$ cat src/rtl/input_frame_scheduler_if.sv
// Bundle between the host (UART decoder side / game logic) and input_frame_scheduler.
// master drives frame timing, link activity and key levels; slave returns the per-frame commands.
interface input_frame_scheduler_if;
    logic       frame_tick;
    logic       rx_valid;
    logic [4:0] p1_keys;
    logic [4:0] p2_keys;
    logic       p1_move;
    logic [1:0] p1_dir;
    logic       p1_fire;
    logic       p2_move;
    logic [1:0] p2_dir;
    logic       p2_fire;
    logic       link_alive;
    logic       link_lost;

    modport master (
        output frame_tick, rx_valid, p1_keys, p2_keys,
        input  p1_move, p1_dir, p1_fire, p2_move, p2_dir, p2_fire, link_alive, link_lost
    );

    modport slave (
        input  frame_tick, rx_valid, p1_keys, p2_keys,
        output p1_move, p1_dir, p1_fire, p2_move, p2_dir, p2_fire, link_alive, link_lost
    );
endinterface

$ cat src/rtl/input_frame_scheduler.sv
// Per-frame key sampler: resolves move/dir, schedules fire with cooldown, watchdog-gates a silent UART link.
// Optional INPUT_FIRE_EDGE_EN: a shot also needs a 0->1 fire edge between consecutive frame ticks.
module input_frame_scheduler #(
    parameter int FIRE_COOLDOWN  = 15,
    parameter int TIMEOUT_CYCLES = 50000000,
    parameter int CNT_W          = 26
) (
    input  logic                    clk,
    input  logic                    rstn,
    input_frame_scheduler_if.slave  bus
);
    localparam logic [0:0] ST_READY    = 1'b0;
    localparam logic [0:0] ST_COOLDOWN = 1'b1;
    localparam int         CD_W        = (FIRE_COOLDOWN > 0) ? $clog2(FIRE_COOLDOWN + 1) : 1;
    localparam logic [CNT_W-1:0] TIMEOUT   = CNT_W'(TIMEOUT_CYCLES);
    localparam logic [CD_W-1:0]  COOLDOWN  = CD_W'(FIRE_COOLDOWN);

    logic [CNT_W-1:0] wd_cnt_reg;
    logic [CNT_W-1:0] wd_cnt_next;
    logic             alive_next;
    logic             link_alive_reg;
    logic             link_lost_reg;

    logic [1:0][4:0]  keys;
    logic [1:0]       move_w;
    logic [1:0][1:0]  dir_w;
    logic [1:0]       fire_w;

    assign keys[0] = bus.p1_keys;
    assign keys[1] = bus.p2_keys;

    // Counter saturates at TIMEOUT so a dead link stays dead without wrapping back to alive.
    always_comb begin
        wd_cnt_next = wd_cnt_reg;
        if (bus.rx_valid)
            wd_cnt_next = '0;
        else if (wd_cnt_reg >= TIMEOUT)
            wd_cnt_next = TIMEOUT;
        else
            wd_cnt_next = wd_cnt_reg + CNT_W'(1);
    end

    assign alive_next = (wd_cnt_next < TIMEOUT);

    always_ff @(posedge clk or negedge rstn) begin
        if (!rstn) begin
            wd_cnt_reg     <= TIMEOUT;
            link_alive_reg <= 1'b0;
            link_lost_reg  <= 1'b0;
        end else begin
            wd_cnt_reg     <= wd_cnt_next;
            link_alive_reg <= alive_next;
            link_lost_reg  <= link_alive_reg & ~alive_next;
        end
    end

    genvar gi;
    generate
        for (gi = 0; gi < 2; gi++) begin : g_player
            logic [4:0]      gated;
            logic            move_reg;
            logic            move_next;
            logic [1:0]      dir_reg;
            logic [1:0]      dir_next;
            logic            fire_reg;
            logic            fire_ok;
            logic [0:0]      state_reg;
            logic [CD_W-1:0] count_reg;

            // Gate uses the alive flag registered before this edge, so a coincident rx_valid cannot unmask.
            assign gated = link_alive_reg ? keys[gi] : 5'd0;

            always_comb begin
                move_next = 1'b0;
                dir_next  = dir_reg;
                if (gated[0] & ~gated[1]) begin
                    move_next = 1'b1;
                    dir_next  = 2'd0;
                end else if (gated[1] & ~gated[0]) begin
                    move_next = 1'b1;
                    dir_next  = 2'd1;
                end else if (gated[2] & ~gated[3]) begin
                    move_next = 1'b1;
                    dir_next  = 2'd2;
                end else if (gated[3] & ~gated[2]) begin
                    move_next = 1'b1;
                    dir_next  = 2'd3;
                end
            end

`ifdef INPUT_FIRE_EDGE_EN
            logic last_fire_reg;

            assign fire_ok = gated[4] & ~last_fire_reg;

            always_ff @(posedge clk or negedge rstn) begin
                if (!rstn)
                    last_fire_reg <= 1'b0;
                else if (bus.frame_tick)
                    last_fire_reg <= gated[4];
            end
`else
            assign fire_ok = gated[4];
`endif

            always_ff @(posedge clk or negedge rstn) begin
                if (!rstn) begin
                    move_reg  <= 1'b0;
                    dir_reg   <= 2'd0;
                    fire_reg  <= 1'b0;
                    state_reg <= ST_READY;
                    count_reg <= '0;
                end else begin
                    fire_reg <= 1'b0;
                    if (bus.frame_tick) begin
                        move_reg <= move_next;
                        dir_reg  <= dir_next;
                        case (state_reg)
                            ST_READY: begin
                                if (fire_ok) begin
                                    fire_reg  <= 1'b1;
                                    count_reg <= COOLDOWN;
                                    state_reg <= (FIRE_COOLDOWN > 0) ? ST_COOLDOWN : ST_READY;
                                end
                            end
                            default: begin
                                // Reaching zero only re-arms; the shot waits for the following tick.
                                count_reg <= count_reg - CD_W'(1);
                                if (count_reg == CD_W'(1))
                                    state_reg <= ST_READY;
                            end
                        endcase
                    end
                end
            end

            assign move_w[gi] = move_reg;
            assign dir_w[gi]  = dir_reg;
            assign fire_w[gi] = fire_reg;
        end
    endgenerate

    assign bus.p1_move    = move_w[0];
    assign bus.p1_dir     = dir_w[0];
    assign bus.p1_fire    = fire_w[0];
    assign bus.p2_move    = move_w[1];
    assign bus.p2_dir     = dir_w[1];
    assign bus.p2_fire    = fire_w[1];
    assign bus.link_alive = link_alive_reg;
    assign bus.link_lost  = link_lost_reg;
endmodule

$ cat src/flat_wrapper.sv
// flat-port wrapper written by rule: the top's interface ports become plain ports
module input_frame_scheduler_flat 
#(
    parameter int FIRE_COOLDOWN  = 15,
    parameter int TIMEOUT_CYCLES = 50000000,
    parameter int CNT_W          = 26
)
  (clk, rstn, bus_frame_tick, bus_rx_valid, bus_p1_keys, bus_p2_keys, bus_p1_move, bus_p1_dir, bus_p1_fire, bus_p2_move, bus_p2_dir, bus_p2_fire, bus_link_alive, bus_link_lost);
  input_frame_scheduler_if bus_i ();
  input  logic clk;
  input  logic rstn;
  input wire logic [$bits(bus_i.frame_tick)-1:0] bus_frame_tick;
  input wire logic [$bits(bus_i.rx_valid)-1:0] bus_rx_valid;
  input wire logic [$bits(bus_i.p1_keys)-1:0] bus_p1_keys;
  input wire logic [$bits(bus_i.p2_keys)-1:0] bus_p2_keys;
  output wire logic [$bits(bus_i.p1_move)-1:0] bus_p1_move;
  output wire logic [$bits(bus_i.p1_dir)-1:0] bus_p1_dir;
  output wire logic [$bits(bus_i.p1_fire)-1:0] bus_p1_fire;
  output wire logic [$bits(bus_i.p2_move)-1:0] bus_p2_move;
  output wire logic [$bits(bus_i.p2_dir)-1:0] bus_p2_dir;
  output wire logic [$bits(bus_i.p2_fire)-1:0] bus_p2_fire;
  output wire logic [$bits(bus_i.link_alive)-1:0] bus_link_alive;
  output wire logic [$bits(bus_i.link_lost)-1:0] bus_link_lost;
  assign bus_i.frame_tick = bus_frame_tick;
  assign bus_i.rx_valid = bus_rx_valid;
  assign bus_i.p1_keys = bus_p1_keys;
  assign bus_i.p2_keys = bus_p2_keys;
  assign bus_p1_move = bus_i.p1_move;
  assign bus_p1_dir = bus_i.p1_dir;
  assign bus_p1_fire = bus_i.p1_fire;
  assign bus_p2_move = bus_i.p2_move;
  assign bus_p2_dir = bus_i.p2_dir;
  assign bus_p2_fire = bus_i.p2_fire;
  assign bus_link_alive = bus_i.link_alive;
  assign bus_link_lost = bus_i.link_lost;
  input_frame_scheduler #(.FIRE_COOLDOWN(FIRE_COOLDOWN), .TIMEOUT_CYCLES(TIMEOUT_CYCLES), .CNT_W(CNT_W)) u_core (.clk(clk), .rstn(rstn), .bus(bus_i));
endmodule
$ cat config.mk
export PLATFORM = sky130hd
export DESIGN_NAME = input_frame_scheduler_flat
export DESIGN_NICKNAME = d
export VERILOG_FILES = /design/src/rtl/input_frame_scheduler_if.sv /design/src/rtl/input_frame_scheduler.sv /design/src/flat_wrapper.sv
export SDC_FILE = /design/constraint.sdc
export NUM_CORES = 1
export LEC_CHECK = 0
export ABC_AREA = 1
export CAP_MARGIN = 0
export CORE_MARGIN = 4
export CORE_UTILIZATION = 53
export DETAILED_ROUTE_END_ITERATION = 10
export GPL_TIMING_DRIVEN = 1
export PLACE_DENSITY = 0.77
export SLEW_MARGIN = 20
export SYNTH_ARGS = -nofsm -noshare
export SYNTH_HDL_FRONTEND = slang
export SYNTH_SLANG_ARGS = --single-unit
$ cat constraint.sdc
create_clock -name clk -period 2 [get_ports clk]
set_clock_uncertainty 0.2 [all_clocks]
set_input_delay 0.4 -clock clk [delete_from_list [all_inputs] [get_ports clk]]
set_output_delay 0.4 -clock clk [all_outputs]
set_load 0.005 [all_outputs]
==> results.toml, run 1 <==
[status]
status = "finished with violations"
violations = "negative setup slack"

[global_route]
grt_antenna_before_repair = 0
grt_pass1_vias = 2872
overflow = 0
grt_first_pass_wirelength_mm = 12.7
grt_max_degree = 33
grt_util_all_layers_pct = 22.4

[sta]
timing.fmax_mhz = 448
slew_headroom_pct = 73.3
period_needed_ns = 2.23
fin_crit_sh_pct = 112
slew_violations = 0
finalWorstSetupSlack_ns = -0.235
finalSetupViolCount = 6
hold_viol_final = 0
worst_slew_pin_slew_ns = 0.397
rsz0062_at_grt = "true"

[setup_path]
crit_chain = "nand2_1 -> nor2_1 -> nand2_4 -> nor2_1 -> xor2_1 -> nand2_1 -> nor2_1 -> nand2_1 -> nand3_1 -> nand2_1 -> and2_1"
path_max_fanout = 6
endpoint_kind = "register"
critPathMaxStageDelay_ns = 0.56
reg2reg_from = "u_core.wd_cnt_reg[7]"
critPathKind = "reg -> reg"
startpoint = "u_core.wd_cnt_reg[7]"
crit_path_start_kind = "register"
path_buf_inv = 0
crit_path_top_delay_cell = "dfstp_2"
worstPathArrival_ns = 2.23
cp_data_required_time_ns = 1.99
cp_top_family = "simple AND/OR/NAND/NOR gates"
cpMostUsedCell = "nand2_1"

[placed_design]
place_area_sq_mm = 0.00371
port_buffers = 23
dp_slack_ns = -0.257
place_congestion = 0.910
dp_hpwl_mm = 5.62

[hold_path]
hp-start = "u_core.bus.p2_dir[0]"
hold_path_class = "reg -> reg"

[clock_tree]
clock_latency_ns = 0.30
clk_pin_slew_ns = 0.09
cts_tree = "yes"
root_buffer = "clkbuf_8"
cts_made_buffers = 5
cts_max_level = 2
cts_buffer_depth = 2
clock_sinks = 46

[synthesis]
yosysUniqueCellTypes = 35
ys_async_sr_fraction_pct = 100
synth_compound_area_share_pct = 5.53
syn-cell-area_sq_mm = 0.00299
syn_area_per_cell_sq_um = 7.28
muxShareOfSynthArea_pct = 0
synth_top_area_share_pct = 28.5
ys_warn_count = 0
synthCells = 410
yosys.area.top_type = "dfrtp_1"
ys_seq_elements = 46
synth_fa_ha_area_share_pct = 5.03
yosysSeqAreaShare_pct = 39.1
yosysMostFrequentCell = "nand2_1"
synth.top_cells.by_area = "dfrtp_1 (28%), nand2_1 (13%), dfstp_2 (11%), inv_1 (7.9%), nor2_1 (7.4%)"
synth_xor_area_share_pct = 3.23
synth_edf_count = 0
synth_top_family_by_area = "simple AND/OR/NAND/NOR gates"
synth_ff_type = "dfrtp_1"
synth_nets = 436
synth.cells.most_frequent = "nand2_1 (107), inv_1 (63), nor2_1 (59)"
yosys.area_share.simple_pct = 37.8

[drt]
routed-via-count = 2826
dr.pass1.iters = 4
wl_per_cell_um = 12.8
viasPerCell = 4.96
drtIter0Drc = 154
ant_nets = 0
drc = 0
routed_wl_mm = 7.32

[floorplan]
fp.coreArea_sq_mm = 0.00547
ios = 24
start_util_pct = 54.5
die_y_um = 83.1
rows = 27
fp.dieW_um = 83.1
die_area_sq_mm = 0.00690

[run]
cap_violations = 0

[cells_and_area]
drive_gt1_share_pct = 30.1
largest_reg_flops = 26
diodes = 0
multi_input_area_sq_mm = 0.00163
nNetsFinal = 523
regArea_sq_mm = 0.00117
area_growth_pct = 33.0
fillCellCount = 456
final_cell_area_sq_mm = 0.00397

[power]
power_mw = 2.34
p_per_area_mw_per_mm2 = 589
power.leakage_nw = 1.99
vdd_drop_max_mv = 0.403
-- worst register-to-register path, cell delays in order (launching register included) --
cell and delay (ns):
dfstp_2 0.56, nand2_1 0.07, nor2_1 0.24, nand2_4 0.15, nor2_1 0.16, xor2_1 0.15, nand2_1 0.08, nor2_1 0.15
nand2_1 0.08, nand3_1 0.09, nand2_1 0.07, and2_1 0.13
-- placed cells by master (no fill, tap or decap), types with 11 or more instances in the layout --
cell             netlist  routed
nor2_2                10      17
dfstp_2               12      12
o21ai_0               14      12
nand3_1               20      18
inv_1                 63      61
buf_4                  0      56
nand2_2               14      18
dfrtp_1               34      34
nor2_1                59      51
nand2_1              107     101
clkdlybuf4s50_1        0      22
ha_1                  12      11
-- layer usage --
layer	wire [um]	part of all wire [%]	GRT usage [%]	vias to the layer above
met5	0	0	0	-
met4	216	3.0	6.98	0
met3	393	5.4	4.07	26
met2	3730	51	39.5	83
met1	2980	41	27.7	1296
li1	-	-	-	1421
-- where the power goes --
part / leakage (nW) / internal (mW) / switching (mW) / total (mW)
clock network: 0.0585 / 0.408 / 0.319 / 0.727
logic: 1.39 / 0.218 / 0.249 / 0.467
registers: 0.548 / 1.06 / 0.0869 / 1.14
total: 1.99 / 1.68 / 0.656 / 2.34
-- final timing paths --
path,end,slack [ns],cells past startpoint
setup / recovery,u_core.bus.link_alive,-0.23,11
hold / removal,u_core.bus.p2_dir[0],0.29,2
setup reg to reg,u_core.bus.link_alive,-0.23,11
hold reg to reg,u_core.bus.p2_dir[0],0.29,2
max in group asynchronous,u_core.wd_cnt_reg[7],0.67,3
min in group asynchronous,u_core.wd_cnt_reg[18],0.36,2
-- area by class of cell --
cell class / count / area share [%]
tap: 72 / 2.27
inverter: 71 / 6.74
clock buffer: 7 / 2.17
sequential: 46 / 29.4
clock inverter: 1 / 0.756
multi-input combinational: 290 / 41.1
timing repair buffer: 83 / 17.6
-- cell families (layout without fill, tap and decap cells) --
kind of cell / count (synthesis) / after routing
flops: 46 / 46
fa+ha+maj: 12 / 12
compound gates: 30 / 30
xor+xnor: 11 / 11
buf+inv: 74 / 162
simple gates: 237 / 237
-- timing repair --
item                       CTS  global route
setup endpoints to repair    3            20
pin swaps                    3             9
gates resized for setup     15            17
hold endpoints to repair     5             0
hold buffers                 1             0
setup buffers                2             2
-- stage by stage --
stage / hold slack [ns] / utilization, % / std cells / TNS (ns)
finish: 0.288 / 72.5 / 570 / -0.514
detailed placement: 0.161 / 67.9 / 557 / -0.771
global placement: 0.156 / 67.9 / 557 / -0.425
floorplan: -0.0956 / - / 410 / 0
global route: 0.320 / 72.5 / 570 / -2.32
CTS: 0.293 / 71.0 / 568 / -0.454
Power figures use the tool's default switching activity.
==> inputs of run 2 (changes only) <==
- SETUP_SLACK_MARGIN: default -> 0.02
==> results.toml, run 2 (synthesis results as in run 1) <==
[drt]
wl_per_cell_um = 13.3
ant_nets = 0
viasPerCell = 5.08
drtIter0Drc = 172
routed_wl_mm = 7.59
routed-via-count = 2908
dr.pass1.iters = 4
drc = 0

[cells_and_area]
multi_input_area_sq_mm = 0.00170
final_cell_mix = "nand2_1 (95), inv_1 (61), buf_4 (58)"
regArea_sq_mm = 0.00117
utilization_pct = 73.6
final_common_cell = "nand2_1"
drive_gt1_share_pct = 32.6
diodes = 0
largest_reg_flops = 26
nNetsFinal = 525
area_growth_pct = 34.9
fillCellCount = 445

[setup_path]
endpoint_kind = "register"
path_max_fanout = 8
worstPathArrival_ns = 2.26
critPathKind = "reg -> reg"
crit_path_start_kind = "register"
worstRegToRegCells = 14
cp_data_required_time_ns = 2.00

[placed_design]
dp_slack_ns = -0.207
port_buffers = 23
dp_hpwl_mm = 5.63
place_congestion = 1.01

[status]
violations = "negative setup slack"
status = "finished with violations"

[sta]
timing.fmax_mhz = 444
slew_violations = 0
fin_crit_sh_pct = 113
hold-worst-slack_ns = 0.289
worst_slew_pin_slew_ns = 0.413
slew_headroom_pct = 72.2
period_needed_ns = 2.25
rsz0062_at_grt = "true"
finalWorstSetupSlack_ns = -0.254
hold_viol_final = 0
finalSetupViolCount = 3

[floorplan]
start_util_pct = 54.5
rows = 27
fp.dieW_um = 83.1
fp.coreArea_sq_mm = 0.00547
ios = 24
die_y_um = 83.1
die_area_sq_mm = 0.00690

[power]
power.leakage_nw = 2.03
power_mw = 2.22
vdd_drop_max_mv = 0.527
p_per_area_mw_per_mm2 = 550

[clock_tree]
clock_sinks = 46
cts_buffer_depth = 2
cts_tree = "yes"
clock_latency_ns = 0.30
cts_made_buffers = 5
root_buffer = "clkbuf_8"
cts_max_level = 2
clk_pin_slew_ns = 0.09

[global_route]
overflow = 0
grt_max_degree = 47
grt_first_pass_wirelength_mm = 12.8
grt_util_all_layers_pct = 22.3
grt_pass1_vias = 2881
grt_antenna_before_repair = 0

[hold_path]
hold_path_class = "reg -> reg"
hold_depth = 2

[run]
cap_violations = 0
run 2: final timing paths:
kind                                                 startpoint                              end  slack, ns
worst max-delay path                      u_core.wd_cnt_reg[19]            u_core.bus.link_alive      -0.25
worst min-delay path            u_core.g_player[0].count_reg[2]  u_core.g_player[0].count_reg[2]       0.29
worst max register to register            u_core.wd_cnt_reg[19]            u_core.bus.link_alive      -0.25
worst min register to register  u_core.g_player[0].count_reg[2]  u_core.g_player[0].count_reg[2]       0.29
max in group asynchronous                                  rstn            u_core.wd_cnt_reg[23]       0.92
min in group asynchronous                                  rstn             u_core.wd_cnt_reg[6]       0.40
run 2: where the power goes:
part	leakage [nW]	total (mW)	internal, mW	switching, mW
clock network	0.0472	0.610	0.278	0.331
registers	0.548	1.15	1.06	0.0908
logic	1.43	0.461	0.211	0.250
total	2.03	2.22	1.54	0.672
run 2: per-layer routing:
layer  global-route usage [%]  wire, um  part of all wire, %
met3                     3.37       340                  4.5
met1                     27.5      3220                   42
met5                        0         0                    0
met2                     38.9      3850                   51
met4                     8.77       172                  2.3
run 2: critical path, stage by stage (launching register included):
cell and delay (ns):
dfstp_2 0.58, inv_2 0.04, nor2_2 0.10, nand2_2 0.07
nor2_4 0.18, nand2_2 0.09, nor2_4 0.13, nor2_4 0.07
nand3_2 0.09, nand2_4 0.07, nor2_4 0.14, nand2_1 0.08
nor2_1 0.09, nand2_1 0.06, and2_1 0.16
run 2: layout make-up:
| type | count | area share (%) |
|---|---|---|
| tap | 72 | 2.24 |
| sequential | 46 | 29.0 |
| clock inverter | 2 | 0.311 |
| timing repair buffer | 85 | 17.7 |
| clock buffer | 6 | 2.05 |
| multi-input combinational | 290 | 42.1 |
| inverter | 71 | 6.62 |
run 2: stage by stage:
stage | std cells | cell area [sq um] | setup TNS (ns)
6_report | 572 | 4030 | -0.499
5_1_grt | 572 | 4030 | -1.32
4_1_cts | 570 | 3910 | -0.362
3_5_place_dp | 557 | 3720 | -0.777
3_3_place_gp | 557 | 3720 | -0.485
2_1_floorplan | 410 | 2990 | 0
run 2: timing repair:
item / 4_1_cts / 5_1_grt
endpoints found under the setup margin: 3 / 20
pin swaps: 4 / 23
setup buffers: 4 / 2
hold buffers: 1 / 0
gates resized for setup: 17 / 30
hold endpoints to repair: 34 / 0
